$ cat config.mk
export PLATFORM = sky130hd
export DESIGN_NAME = wm_cycle_sequencer
export DESIGN_NICKNAME = d
export VERILOG_FILES = /design/src/rtl/wm_cycle_sequencer.sv
export SDC_FILE = /design/constraint.sdc
export NUM_CORES = 1
export LEC_CHECK = 0
export BUFFER_PORTS_ARGS = -buffer_cell sky130_fd_sc_hd__buf_2
export CORE_AREA = 2 2 65 67
export DETAILED_ROUTE_END_ITERATION = 10
export DIE_AREA = 0 0 67 69
export GPL_ROUTABILITY_DRIVEN = 1
export MAX_ROUTING_LAYER = met4
export PLACE_DENSITY_LB_ADDON = 0.1
export SLEW_MARGIN = 40
export SYNTH_ARGS = -nofsm -noshare
export SYNTH_HDL_FRONTEND = slang
export SYNTH_SLANG_ARGS = --single-unit
$ cat constraint.sdc
create_clock -name clock -period 3.7 [get_ports clock]
set_clock_uncertainty 0.05 [all_clocks]
set_input_delay 0.37 -clock clock [delete_from_list [all_inputs] [get_ports clock]]
set_output_delay 0.37 -clock clock [all_outputs]
set_load 0.03 [all_outputs]
$ cat src/rtl/wm_cycle_sequencer.sv
// Washing-machine cycle sequencer: coin pricing, phase timers, rinse passes, optional heat,
// lid-open pause/resume and fault counting with lockout, between sensor front end and drivers.
module wm_cycle_sequencer #(
  parameter  int TIMER_W      = 16,
  parameter  int PRICE_COINS  = 3,
  parameter  int FILL_TIMEOUT = 1000,
  parameter  int HEAT_TIMEOUT = 2000,
  parameter  int WASH_CYCLES  = 500,
  parameter  int RINSE_CYCLES = 300,
  parameter  int SPIN_CYCLES  = 400,
  parameter  int RINSE_PASSES = 2,
  parameter  int MAX_FAULTS   = 3,
  localparam int CREDIT_W     = $clog2(PRICE_COINS + 1),
  localparam int RINSE_W      = $clog2(RINSE_PASSES + 1)
) (
  input  logic                clock,
  input  logic                reset_n,
  input  logic                sig_Coin,
  input  logic                sig_Cancel,
  input  logic                sig_Lid_Closed,
  input  logic                sig_Hot_Mode,
  input  logic                sig_Full,
  input  logic                sig_Temperature,
  input  logic                sig_Out_Of_Balance,
  input  logic                sig_Motor_Failure,
  output logic [3:0]          state,
  output logic [CREDIT_W-1:0] credit,
  output logic [RINSE_W-1:0]  rinse_Pass,
  output logic                water_Intake,
  output logic                heater_On,
  output logic                motor_Wash,
  output logic                motor_Spin,
  output logic                door_Lock,
  output logic                fault,
  output logic                coin_Return,
  output logic                done
);

  localparam int FAULT_W = $clog2(MAX_FAULTS + 1);

  typedef enum logic [3:0] {
    S_IDLE = 4'd0, S_READY = 4'd1, S_FILL = 4'd2, S_HEAT = 4'd3, S_WASH = 4'd4,
    S_RINSE = 4'd5, S_SPIN = 4'd6, S_PAUSE = 4'd7, S_FAULT = 4'd8, S_LOCKOUT = 4'd9
  } state_t;

  state_t               cur;
  state_t               saved;
  logic [TIMER_W-1:0]   timer;
  logic [TIMER_W-1:0]   timer_inc;
  logic [FAULT_W-1:0]   fault_cnt;
  logic                 hot;

  // Saturating increment: the timer parks at all-ones instead of wrapping.
  assign timer_inc = (&timer) ? timer : timer + 1'b1;

  assign state        = cur;
  assign water_Intake = (cur == S_FILL) || (cur == S_RINSE);
  assign heater_On    = (cur == S_HEAT);
  assign motor_Wash   = (cur == S_WASH) || (cur == S_RINSE);
  assign motor_Spin   = (cur == S_SPIN);
  assign door_Lock    = ((cur >= S_FILL) && (cur <= S_SPIN)) || (cur == S_PAUSE);
  assign fault        = (cur == S_FAULT) || (cur == S_LOCKOUT);

  // NOTE: all state here is written with non-blocking assignments so every branch reads the
  // pre-edge values; later assignments in the block override the pulse defaults at the top.
  always_ff @(posedge clock) begin
    if (!reset_n) begin
      cur         <= S_IDLE;
      saved       <= S_IDLE;
      credit      <= '0;
      rinse_Pass  <= '0;
      timer       <= '0;
      fault_cnt   <= '0;
      hot         <= 1'b0;
      coin_Return <= 1'b0;
      done        <= 1'b0;
    end else begin
      coin_Return <= 1'b0;
      done        <= 1'b0;
      if (sig_Coin && cur != S_IDLE) coin_Return <= 1'b1;

      case (cur)
        S_IDLE: begin
          timer <= '0;
          if (sig_Cancel) begin
            if (credit != '0 || sig_Coin) coin_Return <= 1'b1;
            credit <= '0;
          end else if (sig_Coin) begin
            credit <= credit + 1'b1;
            if (credit == CREDIT_W'(PRICE_COINS - 1)) cur <= S_READY;
          end
        end

        S_READY: begin
          timer <= '0;
          if (sig_Cancel) begin
            cur         <= S_IDLE;
            credit      <= '0;
            fault_cnt   <= '0;
            coin_Return <= 1'b1;
          end else if (sig_Lid_Closed) begin
            cur        <= S_FILL;
            hot        <= sig_Hot_Mode;
            rinse_Pass <= '0;
          end
        end

        S_FILL, S_HEAT, S_WASH, S_RINSE, S_SPIN: begin
          timer <= timer_inc;
          if (sig_Cancel) begin
            cur       <= S_IDLE;
            credit    <= '0;
            fault_cnt <= '0;
            timer     <= '0;
          end else if (!sig_Lid_Closed) begin
            // Timer is frozen, not cleared, so the phase resumes where it stopped.
            saved <= cur;
            cur   <= S_PAUSE;
            timer <= timer;
          end else begin
            case (cur)
              S_FILL: begin
                if (sig_Full) begin
                  cur   <= hot ? S_HEAT : S_WASH;
                  timer <= '0;
                end else if (timer == TIMER_W'(FILL_TIMEOUT - 1)) begin
                  cur   <= S_FAULT;
                  timer <= '0;
                end
              end
              S_HEAT: begin
                if (sig_Temperature) begin
                  cur   <= S_WASH;
                  timer <= '0;
                end else if (timer == TIMER_W'(HEAT_TIMEOUT - 1)) begin
                  cur   <= S_FAULT;
                  timer <= '0;
                end
              end
              S_WASH: begin
                if (timer == TIMER_W'(WASH_CYCLES - 1)) begin
                  cur   <= S_RINSE;
                  timer <= '0;
                end else if (sig_Out_Of_Balance) begin
                  cur   <= S_FAULT;
                  timer <= '0;
                end
              end
              S_RINSE: begin
                if (timer == TIMER_W'(RINSE_CYCLES - 1)) begin
                  rinse_Pass <= rinse_Pass + 1'b1;
                  timer      <= '0;
                  if (rinse_Pass == RINSE_W'(RINSE_PASSES - 1)) cur <= S_SPIN;
                end else if (sig_Motor_Failure) begin
                  cur   <= S_FAULT;
                  timer <= '0;
                end
              end
              S_SPIN: begin
                if (timer == TIMER_W'(SPIN_CYCLES - 1)) begin
                  cur       <= S_IDLE;
                  done      <= 1'b1;
                  credit    <= '0;
                  fault_cnt <= '0;
                  timer     <= '0;
                end else if (sig_Motor_Failure || sig_Out_Of_Balance) begin
                  cur   <= S_FAULT;
                  timer <= '0;
                end
              end
              default: ;
            endcase
          end
        end

        S_PAUSE: begin
          if (sig_Cancel) begin
            cur       <= S_IDLE;
            credit    <= '0;
            fault_cnt <= '0;
            timer     <= '0;
          end else if (sig_Lid_Closed) begin
            cur <= saved;
          end
        end

        S_FAULT: begin
          timer     <= '0;
          fault_cnt <= fault_cnt + 1'b1;
          cur       <= (fault_cnt == FAULT_W'(MAX_FAULTS - 1)) ? S_LOCKOUT : S_READY;
        end

        S_LOCKOUT: begin
          timer <= '0;
          if (sig_Cancel) coin_Return <= 1'b1;
        end

        default: begin
          cur   <= S_IDLE;
          timer <= '0;
        end
      endcase
    end
  end

endmodule
==> results.txt <==
The via count of the first global-routing pass is 2014. After the last flow step, the layout net total stands at 326. For the worst relative slew slack, the log shows 56.9%. The pin count of the biggest net entering global routing is 27, and the via-per-instance ratio is 6.28. Across the run, the number of max-cap violations was 0. STA classifies the critical path startpoint as a register. The run gives 2 as the total number of H-tree levels.

The number of antenna diodes in the final layout is 0. After detailed routing, the average wire length per cell comes to 16.0 um. Clock tree synthesis inserted a total of 5 buffers. The region available for standard cell placement spans 3910 um2. Transition time at the pin with the least slew margin: 642 ps. The wire length after detailed routing came out at 5.81 mm. Worst-path cell with the longest stage delay: dfxtp_1. The worst hold path terminates at hot$_SDFFE_PN0P_. The first global-routing pass estimated 9.54 mm of wire. The root cell of the clock tree was clkbuf_8. The worst hold path belongs to the class in -> reg.

At the worst endpoint, the arrival time is 3060 ps. Setup repair after global routing left no endpoint under its margin. The finished layout cell area came out at 2530 um2. Broken down by cell family, the worst path's largest delay share belongs to simple AND/OR/NAND/NOR gates. For the peak supply drop, the log shows 0.188 mV.

Detailed routing inserted a total of 2272 vias. The detail route stage leaves a number of antenna-violating nets equal to 0. The number of gates resized after CTS was 0. The tools report the source of the worst hold timing path as sig_Hot_Mode.

Setup violations remaining at the end of the flow were counted as 0. Of the synthesized area, sequential elements account for 28.7%. The overall die height came out at 69 um.

Relative to the synthesized area, the layout overhead comes to 9.78%. Fraction of layout instances using a drive strength above 1: 15.7%. Port buffering added 25 buffers. The tools report the maximum buffer depth of the clock tree as 2.

The run gives 819 ps as the worst path setup slack after routing. The number of optimization iterations in the first detailed-route pass came out at 5. The number of setup buffers added after CTS is 0. The fraction of post-synthesis cell area in the top cell type by area is 28.7%. After the flow finishes, the layout carries non-filler instances totaling 362. The worst register-to-register path begins at state[2]$_SDFFE_PN0P_. By startpoint and endpoint, the worst setup path is classified as reg -> reg. The number of rows in the core area came out at 23.

The tools report the total count of max-transition violations in the final report as 0. OpenSTA, run right after detailed placement, puts the worst setup slack at 874 ps. After clock tree synthesis, the clock-pin slew on the worst setup and hold paths is 80 ps. The register bit total from synthesis is 33, and the total nets after synthesis is 311. The wire-length estimate of the detail-placed layout is 4.20 mm.

By area the synthesized netlist is led by dfxtp_1 (29%), nand2_1 (5.4%), a21oi_1 (4.8%). During I/O placement, the number of pins put on the boundary was 26. The maximum fanout encountered on the critical timing path is 20. The tools report the kind of end point of the critical path as a register. The die width is 67 um.

In this run the cell area of the synthesized design comes to 2300 um2. TritonCTS built the clock tree. The flow ran to the end, and the final reports show no timing, DRC or antenna violations. Across every metal layer, demand over resource in global routing totals 27.1%. Counting flops with an async set or reset pin after synthesis yields a share of 0%. The critical path goes through nor2_1 -> nor4b_4 -> nand2_1 -> a211oi_4 -> and3_1 -> a221o_1. For the count of clock tree sinks, the log shows 33.

The number of enable flip-flop cells after synthesis was 0. Dominant synthesized flop cell: dfxtp_1. The number of filler cells placed in the layout was 369; the initial core utilization was 58.9%. Counting both buffers and inverters, the worst setup path holds a total of 0.

Dividing the synthesized area by the synthesized cell count gives 7.78 um2. For the placed instance area, the log shows 2410 um2. In the final timing run, aggregate negative setup slack is 0 ps. The floorplan step defined a die boundary enclosing 4620 um2. In this run, distinct cell masters in the synthesized netlist total 66.

The worst hold path was traced through 3 stages. Power spread over the standard cell area amounts to 394 nW/um2. The worst path uses 77.9% of the clock period. Yosys printed 0 warnings.

Setup slack on the worst reg-to-reg path comes out at 820 ps. Cell type with the highest aggregate area in the netlist: dfxtp_1. The source-to-sink clock delay at the later pin of the worst-skew pair was 290 ps; the sum of overflow across all layers after global routing was 0.

After the first detailed-routing iteration, the DRC count stood at 207. The endpoint identified for the worst register-to-register timing path is timer[8]$_SDFFE_PN0P_. The number of cells on the worst reg-to-reg path is 6. Static timing analysis puts the maximum clock frequency at 347 MHz. After layout, the minimum clock period comes to 2880 ps. In the routed design, unresolved DRC markers number 0. The leakage dissipation came out at 0.917 nW.

The total power was 0.996 mW. The number of endpoints with negative hold slack in the final report is 0, and the number of placed instances with taps included is 354. In this design, the stage delay of the slowest critical-path cell is 700 ps. At the worst endpoint, the required time is 3880 ps. The initial antenna violation count was 0. Hold buffer count at cts: 0. The tools report the number of instances in the synthesized netlist as 296. Routability-driven placement finished with a final weighted congestion of 0.966.
where the power goes:
part | switching [mW] | total [mW] | internal [mW] | leakage (nW)
Combinational | 0.147 | 0.244 | 0.0961 | 0.591
Clock | 0.135 | 0.355 | 0.220 | 0.0585
Sequential | 0.0295 | 0.397 | 0.367 | 0.267
worst reg2reg max path: cells and delay by family (launching register included):
kind               cells  cell delay (ps)
AOI/OAI and AO/OA      2              620
DFF                    1              700
and+or+nand+nor        4             1460
flip-flops by register name (all words and copies together) (netlist names):
name / count
coin_Return: 1
credit: 2
done: 1
fault_cnt: 2
hot: 1
rinse_Pass: 2
saved: 4
state: 4
timer: 16
area by class of cell:
type / instances / area, um2 / share of cell area [%]
timing repair buffer: 26 / 133 / 5.24
tap: 50 / 62.6 / 2.47
clock buffer: 7 / 86.3 / 3.41
sequential: 33 / 662 / 26.2
clock inverter: 1 / 30.0 / 1.19
inverter: 14 / 52.6 / 2.08
multi-input combinational: 231 / 1500 / 59.4
cell families after synthesis:
kind of cell | synth area share (%)
flops | 28.7
xor+xnor | 0.761
fa+ha+maj | 2.72
simple gates | 32.3
compound gates | 24.8
mux | 4.45
buf+inv | 6.30
routing by layer:
layer | track usage (%) | vias to the layer above | wire (um)
met5 | - | - | 0
met1 | 35.3 | 1053 | 2620
met4 | 8.62 | 0 | 87
li1 | - | 1135 | -
met3 | 5.06 | 8 | 300
met2 | 41.9 | 76 | 2800
Yosys cell counts (all sizes together), types with 6 or more instances:
cell,number
nand2,34
dfxtp,33
nor2,29
a21oi,23
nand3,15
o21ai,15
inv,14
buf,10
nand4,9
clkbuf,8
mux2i,8
nor3,6
how the worst max path moves through the flow:
stage,endpoint,startpoint,slack (ps),depth (start not counted)
3_3_place_gp,timer[8]$_SDFFE_PN0P_,state[2]$_SDFFE_PN0P_,1040,6
5_1_grt,timer[6]$_SDFFE_PN0P_,state[2]$_SDFFE_PN0P_,540,6
6_report,timer[8]$_SDFFE_PN0P_,state[2]$_SDFFE_PN0P_,820,6
3_5_place_dp,timer[6]$_SDFFE_PN0P_,state[2]$_SDFFE_PN0P_,870,6
4_1_cts,timer[6]$_SDFFE_PN0P_,state[2]$_SDFFE_PN0P_,850,6
2_1_floorplan,state[2]$_SDFFE_PN0P_,state[1]$_SDFFE_PN0P_,760,7
metrics by stage:
stage               hold slack, ps  utilization [%]
finish                         257             64.6
global route                   265             64.6
CTS                            258             64.6
detailed placement             395             61.6
global placement               377             61.5
floorplan                      360                -
cell usage in the layout, fill, tap and decap left out, types with 2 or more instances in the layout:
master / instances
a211oi_1: 3
a21oi_1: 22
a221o_1: 2
a22oi_1: 3
a31oi_1: 2
and3_1: 5
buf_2: 25
clkbuf_8: 6
dfxtp_1: 32
ha_1: 5
inv_1: 13
mux2_2: 2
mux2i_1: 8
nand2_1: 33
nand2b_1: 5
nand3_1: 15
nand4_1: 9
nand4b_1: 3
nor2_1: 29
nor3_1: 4
nor3_2: 2
nor4_1: 5
nor4b_1: 2
nor4b_4: 2
o211ai_1: 5
o21a_1: 2
o21ai_0: 11
o21ai_1: 4
o21bai_1: 2
o221ai_1: 3
o31ai_1: 4
or2_2: 2
or3_1: 5
or4_1: 2
Note: power is estimated with default switching activity, not from simulation.
